<file path="config.mk">
export PLATFORM = sky130hd
export DESIGN_NAME = alu_share_ctrl
export DESIGN_NICKNAME = d
export VERILOG_FILES = /design/src/rtl/alu_pkg.sv /design/src/rtl/alu_share_rr_arb2.sv /design/src/rtl/alu_share_ctrl.sv
export SDC_FILE = /design/constraint.sdc
export NUM_CORES = 1
export LEC_CHECK = 0
export ABC_CLOCK_PERIOD_IN_PS = 3410
export BUFFER_PORTS_ARGS = -buffer_cell sky130_fd_sc_hd__buf_2
export CAP_MARGIN = 20
export CORE_ASPECT_RATIO = 0.5
export CORE_MARGIN = 2
export CORE_UTILIZATION = 40
export DETAILED_ROUTE_END_ITERATION = 6
export PLACE_DENSITY = 0.73
export SYNTH_ARGS = -nofsm -noshare
export SYNTH_HDL_FRONTEND = slang
export SYNTH_HIERARCHICAL = 1
export SYNTH_SLANG_ARGS = --single-unit
</file>
<file path="constraint.sdc">
create_clock -name clk -period 3.41 [get_ports clk]
set_input_delay 0.1705 -clock clk [delete_from_list [all_inputs] [get_ports clk]]
set_output_delay 0.1705 -clock clk [all_outputs]
set_load 0.02 [all_outputs]
</file>
<file path="src/rtl/alu_pkg.sv">
// rtl/alu_pkg.sv - ALU function codes, sequencer state type and supported-code check
package alu_pkg;

  localparam logic [5:0] FN_ADD = 6'b000000;
  localparam logic [5:0] FN_SUB = 6'b000001;
  localparam logic [5:0] FN_MUL = 6'b000010;
  localparam logic [5:0] FN_AND = 6'b000100;
  localparam logic [5:0] FN_OR  = 6'b000101;
  localparam logic [5:0] FN_XOR = 6'b000110;
  localparam logic [5:0] FN_SLL = 6'b001000;
  localparam logic [5:0] FN_SRL = 6'b001001;
  localparam logic [5:0] FN_SLT = 6'b001011;

  typedef enum logic [1:0] {
    ST_IDLE,
    ST_EXEC,
    ST_RESP
  } state_t;

  function automatic logic is_supported_fn(input logic [5:0] fn);
    case (fn)
      FN_ADD, FN_SUB, FN_MUL, FN_AND, FN_OR,
      FN_XOR, FN_SLL, FN_SRL, FN_SLT: return 1'b1;
      default:                        return 1'b0;
    endcase
  endfunction

endpackage

</file>
<file path="src/rtl/alu_share_rr_arb2.sv">
// rtl/alu_share_rr_arb2.sv - two-input round-robin arbiter; ALU_SHARE_FIXED_PRIO_EN selects fixed priority to input 0
module alu_share_rr_arb2 (
  input  logic clk,
  input  logic rst,
  input  logic valid0,
  input  logic valid1,
  input  logic advance,
  output logic grant_valid,
  output logic grant_id
);

  assign grant_valid = valid0 | valid1;

`ifdef ALU_SHARE_FIXED_PRIO_EN
  logic unused_fixed;
  assign unused_fixed = ^{clk, rst, advance};
  assign grant_id     = ~valid0;
`else
  // ptr names the requester that wins the next contested grant
  logic ptr;

  always_comb begin
    if (valid0 && valid1) grant_id = ptr;
    else                  grant_id = ~valid0;
  end

  always_ff @(posedge clk) begin
    if (rst)                               ptr <= 1'b0;
    else if (advance && valid0 && valid1)  ptr <= ~grant_id;
  end
`endif

endmodule

</file>
<file path="src/rtl/alu_share_ctrl.sv">
// rtl/alu_share_ctrl.sv - shares one ALU between two requesters; ALU_SHARE_FIXED_PRIO_EN selects fixed priority
module alu_share_ctrl
  import alu_pkg::*;
#(
  parameter int unsigned MUL_LAT = 3
) (
  input  logic        clk,
  input  logic        rst,
  input  logic        req0_valid,
  output logic        req0_ready,
  input  logic [31:0] req0_a,
  input  logic [31:0] req0_b,
  input  logic [5:0]  req0_alufn,
  input  logic        req1_valid,
  output logic        req1_ready,
  input  logic [31:0] req1_a,
  input  logic [31:0] req1_b,
  input  logic [5:0]  req1_alufn,
  output logic        resp0_valid,
  input  logic        resp0_ready,
  output logic [31:0] resp0_result,
  output logic        resp0_zero,
  output logic        resp0_overflow,
  output logic        resp1_valid,
  input  logic        resp1_ready,
  output logic [31:0] resp1_result,
  output logic        resp1_zero,
  output logic        resp1_overflow,
  output logic [31:0] alu_a,
  output logic [31:0] alu_b,
  output logic [5:0]  alu_fn,
  input  logic [31:0] alu_otp,
  input  logic        alu_zero,
  input  logic        alu_overflow
);

  localparam logic [3:0] MUL_DWELL = 4'(MUL_LAT - 1);

  state_t      state, state_nxt;
  logic        owner;
  logic [3:0]  cnt;
  logic        grant_valid, grant_id;
  logic        accept, exec_done, consume;
  logic [5:0]  acc_fn;
  logic [31:0] res_q;
  logic        zero_q, ovf_q;

  alu_share_rr_arb2 u_arb (
    .clk         (clk),
    .rst         (rst),
    .valid0      (req0_valid),
    .valid1      (req1_valid),
    .advance     (accept),
    .grant_valid (grant_valid),
    .grant_id    (grant_id)
  );

  assign accept     = (state == ST_IDLE) && grant_valid;
  assign req0_ready = accept && !grant_id;
  assign req1_ready = accept && grant_id;
  assign acc_fn     = grant_id ? req1_alufn : req0_alufn;
  assign exec_done  = (state == ST_EXEC) && (cnt == 4'd0);
  assign consume    = (state == ST_RESP) && (owner ? resp1_ready : resp0_ready);

  always_comb begin
    state_nxt = state;
    case (state)
      ST_IDLE: if (accept)    state_nxt = ST_EXEC;
      ST_EXEC: if (exec_done) state_nxt = ST_RESP;
      ST_RESP: if (consume)   state_nxt = ST_IDLE;
      default:                state_nxt = ST_IDLE;
    endcase
  end

  always_ff @(posedge clk) begin
    if (rst) state <= ST_IDLE;
    else     state <= state_nxt;
  end

  // Operand registers double as the ALU drive, so they hold outside EXEC for free
  always_ff @(posedge clk) begin
    if (rst) begin
      alu_a  <= 32'd0;
      alu_b  <= 32'd0;
      alu_fn <= 6'd0;
      owner  <= 1'b0;
      cnt    <= 4'd0;
      res_q  <= 32'd0;
      zero_q <= 1'b0;
      ovf_q  <= 1'b0;
    end else begin
      if (accept) begin
        alu_a  <= grant_id ? req1_a : req0_a;
        alu_b  <= grant_id ? req1_b : req0_b;
        alu_fn <= acc_fn;
        owner  <= grant_id;
        cnt    <= (acc_fn == FN_MUL) ? MUL_DWELL : 4'd0;
      end else if ((state == ST_EXEC) && (cnt != 4'd0)) begin
        cnt <= cnt - 4'd1;
      end
      if (exec_done) begin
        if (is_supported_fn(alu_fn)) begin
          res_q  <= alu_otp;
          zero_q <= alu_zero;
          ovf_q  <= alu_overflow;
        end else begin
          res_q  <= 32'd0;
          zero_q <= 1'b1;
          ovf_q  <= 1'b0;
        end
      end
    end
  end

  assign resp0_valid    = (state == ST_RESP) && !owner;
  assign resp1_valid    = (state == ST_RESP) && owner;
  assign resp0_result   = res_q;
  assign resp0_zero     = zero_q;
  assign resp0_overflow = ovf_q;
  assign resp1_result   = res_q;
  assign resp1_zero     = zero_q;
  assign resp1_overflow = ovf_q;

endmodule

</file>
==> reports/qor.csv, run 1 <==
metric;value;unit
crit_arrival;1930;ps
routed_wl;14500;µm
cts_sinks;113;
stdcell_count;1016;
yosysWarningCount;6;
grt_util_met2;0.364;
hold_viol;0;
die_h;84.6;µm
async_reset_ff_frac;0;
critPathLaunchType;register;
reg2reg_depth;5;
wl_per_cell;14.3;µm
path_delay_family;simple AND/OR/NAND/NOR gates;
cts_made_buffers;17;
synth_cell_types;36;
worstHoldPathCells;3;
postSynthCellCount;568;
htreeDepth;4;
met1_usage;0.238;
diodes;0;
drtPass1Iterations;6;
clock_latency;400;ps
cts_buffer_depth;2;
synth_nets;750;
core_area;0.0127;mm²
grt_util_met3;0.0469;
vdd_drop_max;408;µV
dr.first_iter.drc_count;313;
skew;11.3;ps
worst_pin_slew;757;ps
slew_headroom;0.496;
synth_top_family_by_area;compound AO/OA/AOI/OAI gates;
avgViaCountPerCell;4.83;
grt_busiest_layer;met2;
synth_fa_ha_area_frac;0.00481;
synth-edff-count;0;
grt_pass1_vias;4689;
cts.clk_slew.worst_paths;60;ps
post_synth_and_or_nand_nor_area_fraction;0.152;
fin_crit_sh;0.615;
cts-hold-fix-buffers;0;
end_kind;output pin;
slowest_stage;or3b_1;
grt_antenna_before_repair;0;
synthXorXnorAreaFrac;0.00506;
rsz0062_at_grt;no;
portBuffers;321;
dieArea;0.0140;mm²
setup-violations-final;0;
num-nets-final;1015;
die_w;165;µm
worstPathMaxFanout;35;
dp_cells;984;
dp_hpwl;10600;µm
fp-row-count;29;
num_vias;4909;
drc;0;
area_growth;37.8;%
root_buffer;clkbuf_16;
power_density;615;mW/mm²
yosysSeqAreaShare;0.435;
gr-total-overflow;0;
synth_compound_area_frac;0.162;
yosysTopAreaCellShare;0.435;
max_stage_delay;510;ps
drive_gt1_frac;0.449;
synthTopCellsByArea;dfxtp_1 (44%), mux2i_1 (13%), a211oi_1 (8.4%), buf_4 (5.6%), nor2_1 (5.4%);
start_util;0.410;
ant_nets;0;
r2r-start;u_arb/ptr;
swShare;0.327;
drv_cap;0;
ios;322;
ctsResizeCount;0;
min_period;2100;ps
synth.area.mux_share;0.136;
crit_chain;or3b_1, inv_4, and2_1, buf_2;
cp.depth;4;
cts_tree;yes;
finalSetupTns;0;ps
p_int;2.97;mW
crit_required;3240;ps
gp_congestion;0.800;
comb_power_share;0.247;
hold_path_class;in -> reg;
cts_setup_buffers;0;
slew_viol_final;0;
p_leak;3.59;nW
ys.flop_type;dfxtp_1;
crit_path_start;state[1];
pwr-share-seq;0.356;
synth_top_area_cell;dfxtp_1;
p_switching;1.44;mW
track_usage;0.205;
final_util;0.566;
synth_seq_cells;113;
synth_area;0.00520;mm²
pwr-share-clk;0.397;
grt_max_degree;73;
status;completed;
critical_path_class;reg -> out;
path_buf_inv;2;
grt_pass1_wl;22800;µm
avgSynthCellArea;9.15;µm²
min_from;alu_otp[5];
clock.fmax;477;MHz
## synth_stat cells (all sizes together), types with 5 or more instances
library cell	instances
nand2	36
nand3	36
nor2	75
a211oi	70
nor3	7
dfxtp	113
mux2i	69
clkbuf	20
inv	5
nor2b	7
a21oi	36
buf	63
## worst reg2reg max path: cells and delay by family, from the launching register on
kind	cells	cell delay, ps
multiplexers	1	160
buffers and inverters	1	590
flip-flops	1	340
AO/OA/AOI/OAI	1	260
AND/OR/NAND/NOR	2	650
## cell type report
class                      instances  area [µm²]
sequential                       113        2260
clock inverter                    15         161
fill                            1160        5500
tap                              170         213
timing repair buffer             329        1680
inverter                           5        21.3
multi-input combinational        367        2400
clock buffer                      17         425
## final timing paths
| kind | end | slack, ps |
|---|---|---|
| setup reg to reg | alu_b[29] | 1330 |
| setup / recovery | req1_ready | 1310 |
| hold reg to reg | resp0_result[10] | 460 |
| hold / removal | resp0_result[5] | 20 |
## power groups by stage
stage               clock network (mW)  registers, mW  logic, mW
finish                            1.75           1.57       1.09
global route                      1.86           1.59       1.19
CTS                               1.79           1.57       1.10
detailed placement                   0           1.60       1.10
global placement                     0           1.59       1.08
floorplan                            0           1.77      0.599
## layout by cell type (no fill, tap or decap), types with 3 or more instances in the layout
cell	count
a211oi_1	58
a211oi_2	12
a21oi_1	36
and2_1	3
buf_2	320
buf_4	8
clkbuf_16	17
clkinv_4	4
clkinvlp_4	4
dfxtp_1	113
inv_1	4
inv_6	3
mux2i_1	69
nand2_1	35
nand2b_1	3
nand3_1	36
nor2_1	75
nor2b_1	6
nor3_1	7
## metrics by stage
| stage | instance area [µm²] | hold WS [ps] | power, mW | setup slack (ps) |
|---|---|---|---|---|
| after floorplan | 5200 | 322 | 2.37 | 1730 |
| after global placement | 6580 | 427 | 2.67 | 1400 |
| after detailed placement | 6580 | 433 | 2.70 | 1320 |
| after CTS | 7160 | 3.90 | 4.46 | 1280 |
| after global routing | 7160 | 17.5 | 4.64 | 1120 |
| final | 7160 | 19.4 | 4.41 | 1310 |
## sequential cells by signal, summed over array words and instances (netlist names), named ones only
signal and count:
alu_a 32, alu_b 32, alu_fn 6, cnt 4, owner 1, resp0_overflow 1, resp0_result 32, resp0_zero 1
state 2, u_arb/ptr 1
## routing by layer
metal | share of wire | vias up
met5 | 0 | -
met4 | 0.019 | 0
met3 | 0.057 | 23
met2 | 0.51 | 154
met1 | 0.41 | 2226
li1 | - | 2506
## kinds of logic (layout without fill, tap and decap cells)
group,after synthesis,in the layout
adder cells (fa/ha/maj),2,2
flip-flops,113,113
multiplexers,70,70
AO/OA/AOI/OAI,115,115
buffers and inverters,88,366
XOR/XNOR,3,3
AND/OR/NAND/NOR,177,177
No activity file was read; power rests on OpenSTA's default activity.
==> run 2: changes to the inputs <==
- ABC_CLOCK_PERIOD_IN_PS: 3410 -> 1800
- CORE_UTILIZATION: 40 -> 39
- PLACE_DENSITY: 0.73 -> 0.74
- clock period: 3.41 -> 1.8 ns (I/O delays scaled with it)
==> reports/qor.csv, run 2 (synthesis gave the netlist of run 1 again) <==
metric;value;unit;change
fin_crit_sh;0.952;;
cts.clk_slew.worst_paths;50;ps;about the same
slew_viol_final;0;;unchanged
r2r-end;cnt[1];;
min_from;alu_zero;;
power_density;1130;mW/mm²;+84%
die_h;85.6;µm;+1.2%
dr.first_iter.drc_count;175;;-44%
r2r_slack;90;ps;-1240 ps
num_vias;5157;;+5.1%
cts_made_buffers;17;;unchanged
hold_path_class;in -> reg;;
skew;12.4;ps;+1.06 ps
avgViaCountPerCell;4.84;;+0.12%
num-nets-final;1064;;+4.8%
area_growth;49.5;%;
drv_cap;0;;unchanged
dieArea;0.0143;mm²;+2.5%
drc;30;;+30
path_delay_family;simple AND/OR/NAND/NOR gates;;
grt_antenna_before_repair;0;;unchanged
crit_arrival;1620;ps;-310 ps
drtPass1Iterations;6;;unchanged
track_usage;0.204;;-0.000630
placed_area;0.00669;mm²;+1.7%
gp_congestion;0.761;;-4.9%
hold_viol;0;;unchanged
max_stage_delay;430;ps;-80 ps
htreeDepth;4;;unchanged
reg2reg_depth;5;;unchanged
routed_wl;15300;µm;+5.6%
crit_required;1710;ps;-1530 ps
gr-total-overflow;0;;unchanged
layout_commonest_cell;buf_2;;
wl_per_cell;14.4;µm;+0.64%
critPathLaunchType;register;;
die_w;167;µm;+1.2%
portBuffers;321;;unchanged
core_area;0.0128;mm²;+1.4%
num-fill-cells;1127;;-2.8%
clock.fmax;584;MHz;
status;finished, violations left;;
design_area;0.00777;mm²;+8.5%
r2r-start;state[0];;
drive_gt1_frac;0.445;;-0.00448
end_kind;output pin;;
violations;design-rule violations;;
grt_pass1_wl;23700;µm;+4.3%
vdd_drop_max;626;µV;+54%
root_buffer;clkbuf_16;;
critical_path_class;reg -> out;;
crit_chain;or3b_4, inv_4, buf_6, and2_1, buf_4;;
path_buf_inv;3;;+1
min_to;resp0_zero;;
mostFrequentLayoutCells;buf_2 (319), dfxtp_1 (113), nor2_1 (75), mux2i_1 (69), a211oi_1 (58);;
setup-violations-final;0;;unchanged
final_util;0.605;;+0.0393
ios;322;;unchanged
worstHoldPathCells;3;;unchanged
ant_nets;0;;unchanged
slowest_stage;or3b_4;;
min_period;1710;ps;
worstPathMaxFanout;10;;-71%
dp_hpwl;10700;µm;+1.6%
grt_max_degree;58;;-21%
cts_sinks;113;;unchanged
start_util;0.405;;-0.00580
slew_headroom;0.646;;+0.150
clock_latency;400;ps;about the same
cts_tree;yes;;
fp-row-count;29;;unchanged
grt_pass1_vias;4965;;+5.9%
cts_buffer_depth;2;;unchanged
p_leak;3.86;nW;+7.6%
worst_pin_slew;532;ps;-225 ps
==> run 2: cell types whose count changed in the layout (fill, tap and decap cells not counted), moves of 2 or more <==
cell           previous run  this run
bufinv_16                 2         4
or3b_1                    2         0
buf_4                     8        18
dlygate4sd3_1             0        33
inv_6                     3         0
clkbuf_8                  0         2
clkinv_4                  4         2
buf_6                     0         2
buf_12                    1         4
or3b_4                    0         2
==> run 2: layer usage <==
layer	routed length, µm	GRT usage	up-vias
met2	8030	0.385	184
met3	781	0.0337	20
met4	246	0.0798	0
met5	0	0	-
li1	-	-	2601
met1	6280	0.235	2352
==> run 2: repair_timing <==
action | CTS | global route
resized for setup | 2 | 5
setup endpoints to repair | 1 | 37
hold buffers | 33 | 0
setup buffers | 1 | 6
cloned | 1 | 0
endpoints found under the hold margin | 33 | 0
pin swaps | 0 | 2
==> run 2: cell type report <==
cell class	count	area (µm²)	area share
clock inverter	13	185	0.0238
clock buffer	19	453	0.0583
multi-input combinational	367	2410	0.310
inverter	5	21.3	0.00274
sequential	113	2260	0.291
timing repair buffer	378	2220	0.286
tap	170	213	0.0274
antenna	1	2.50	0.000322
==> run 2: worst max path at each step <==
| stage | cells after the start | endpoint | from |
|---|---|---|---|
| 2_1_floorplan | 7 | u_arb/ptr | state[1] |
| 3_3_place_gp | 7 | resp0_result[3] | cnt[1] |
| 3_5_place_dp | 7 | resp0_result[17] | cnt[1] |
| 4_1_cts | 5 | req1_ready | state[1] |
| 5_1_grt | 6 | alu_a[7] | state[0] |
| 6_report | 5 | req1_ready | state[0] |
==> run 2: stage by stage <==
step                hold slack [ps]  setup TNS, ps  power [mW]  setup WS (ps)  cells
finish                         17.3              0        8.80           86.6   1066
global route                   26.8          -12.9        9.24          -5.96   1065
CTS                            10.5              0        8.85           7.34   1059
detailed placement              352              0        5.17           83.7    992
global placement                347              0        5.12            157    992
floorplan                       242              0        4.49            119    568
==> run 2: worst reg2reg max path, cell delays in order, from the launching register on <==
cell and delay (ps):
dfxtp_1 320, or3b_4 430, buf_4 160, a211oi_2 230, o211ai_1 200, a221oi_2 290
==> run 2: power breakdown <==
| group | leakage, nW | total (mW) | internal, mW | switching [mW] |
|---|---|---|---|---|
| Sequential | 0.932 | 2.97 | 2.81 | 0.165 |
| Combinational | 2.63 | 2.26 | 0.914 | 1.35 |
| Clock | 0.297 | 3.57 | 2.39 | 1.18 |
==> run 3: changes to the inputs <==
- REMOVE_ABC_BUFFERS: not set -> 1
==> reports/qor.csv, run 3 (synthesis gave the netlist of run 1 again) <==
metric;value;unit;change
grt_pass1_vias;5115;;+3.0%
r2r_slack;100;ps;about the same
area_growth;47.6;%;
place_ws;66.8;ps;-16.9 ps
slew_headroom;0.741;;+0.0954
clock_latency;400;ps;about the same
wl_per_cell;15.4;µm;+7.3%
die_h;85.6;µm;unchanged
mostFrequentLayoutCells;buf_2 (320), dfxtp_1 (113), nor2_1 (75), mux2i_1 (69), a211oi_1 (58);;
grt_antenna_before_repair;1;;+1
stdcell_count;1061;;-0.47%
gr-total-overflow;0;;unchanged
drc;15;;-50%
end_kind;output pin;;
total_power;8.41;mW;-4.4%
design_area;0.00767;mm²;-1.3%
drive_gt1_frac;0.441;;-0.00362
skew;10.9;ps;-1.51 ps
gp_congestion;0.786;;+3.3%
avgViaCountPerCell;4.90;;+1.3%
core_area;0.0128;mm²;unchanged
multiInputGateArea;0.00241;mm²;unchanged
violations;design-rule violations;;
cts_setup_buffers;0;;-1
setup_ws;82.8;ps;-3.82 ps
p_leak;3.82;nW;-0.95%
ant_nets;0;;unchanged
ios;322;;unchanged
routed_wl;16400;µm;+6.8%
cts_tree;yes;;
layout_commonest_cell;buf_2;;
diodes;0;;-1
r2r-start;cnt[1];;
num_vias;5198;;+0.80%
num-nets-final;1060;;-0.38%
dp_cells;992;;unchanged
clock.fmax;582;MHz;-0.22%
critPathLaunchType;register;;
rsz0062_at_grt;no;;
crit_required;1710;ps;about the same
cts_made_buffers;17;;unchanged
worstPathMaxFanout;11;;+1
cts_buffer_depth;2;;unchanged
regArea;0.00226;mm²;unchanged
crit_end;req1_ready;;
route.layer.met1.wl;6940;µm;+10%
start_util;0.405;;unchanged
placed_area;0.00669;mm²;unchanged
portBuffers;321;;unchanged
vdd_drop_max;530;µV;-15%
r2r-end;resp0_result[30];;
cts_sinks;113;;unchanged
hold_path_class;in -> reg;;
timing.hold.ws;26.6;ps;+9.33 ps
dr_wl_met3;781;µm;unchanged
dieArea;0.0143;mm²;unchanged
crit_arrival;1630;ps;about the same
grt_max_degree;56;;-3.4%
power_density;1100;mW/mm²;-3.2%
finalSetupTns;0;ps;unchanged
final_util;0.597;;-0.00779
root_buffer;clkbuf_16;;
num-fill-cells;1120;;-0.62%
met2_length;8470;µm;+5.4%
fin_crit_sh;0.954;;+0.00212
dp_hpwl;11400;µm;+6.5%
top_layer_used;met4;;
setup-violations-final;0;;unchanged
drv_cap;0;;unchanged
min_period;1720;ps;+3.82 ps
worst_pin_slew;388;ps;-143 ps
cts.clk_slew.worst_paths;60;ps;about the same
grt_pass1_wl;25300;µm;+6.5%
critical_path_class;reg -> out;;
crit_path_start;state[1];;
drtPass1Iterations;7;;+1
dr.first_iter.drc_count;265;;+51%
track_usage;0.219;;+0.0152
fp-row-count;29;;unchanged
hold_viol;0;;unchanged
reg2reg_depth;7;;+2
die_w;167;µm;unchanged
htreeDepth;4;;unchanged
slew_viol_final;0;;unchanged
status;finished, violations left;;
-- run 3: timing repair --
action                     CTS  global route
hold endpoints to repair    34             0
gates resized for setup      3             2
setup endpoints to repair    1            26
hold buffers                34             0
gates cloned                 2             1
-- run 3: cell type report --
| type | count | share of cell area |
|---|---|---|
| clock buffer | 17 | 0.0555 |
| clock inverter | 15 | 0.0178 |
| inverter | 5 | 0.00310 |
| multi-input combinational | 367 | 0.314 |
| sequential | 113 | 0.295 |
| tap | 170 | 0.0277 |
| timing repair buffer | 373 | 0.286 |
| timing repair inverter | 1 | 0.000489 |
-- run 3: critical path, stage by stage (launching register included) --
cell     delay [ps]
dfxtp_1         310
or3b_4          450
inv_6           150
and2_1          150
buf_2           170
-- run 3: per-layer routing --
metal / vias up / track usage
met4: 0 / 0.0767
met5: - / 0
met1: 2414 / 0.257
met2: 156 / 0.406
met3: 18 / 0.0429
li1: 2610 / -
-- run 3: how the worst min path moves through the flow --
stage	start	endpoint	slack, ps	cells after the start
final	req0_a[9]	alu_a[9]	30	3
after global routing	req0_a[26]	alu_a[26]	20	3
after CTS	req0_a[1]	alu_a[1]	10	3
after detailed placement	alu_otp[20]	resp0_result[20]	350	3
after global placement	alu_otp[10]	resp0_result[10]	350	3
after floorplan	rst	alu_a[28]	150	1
-- run 3: where the power goes --
group / internal, mW / switching (mW) / total, mW
logic: 0.910 / 1.37 / 2.28
clock network: 1.91 / 1.24 / 3.15
registers: 2.81 / 0.173 / 2.98
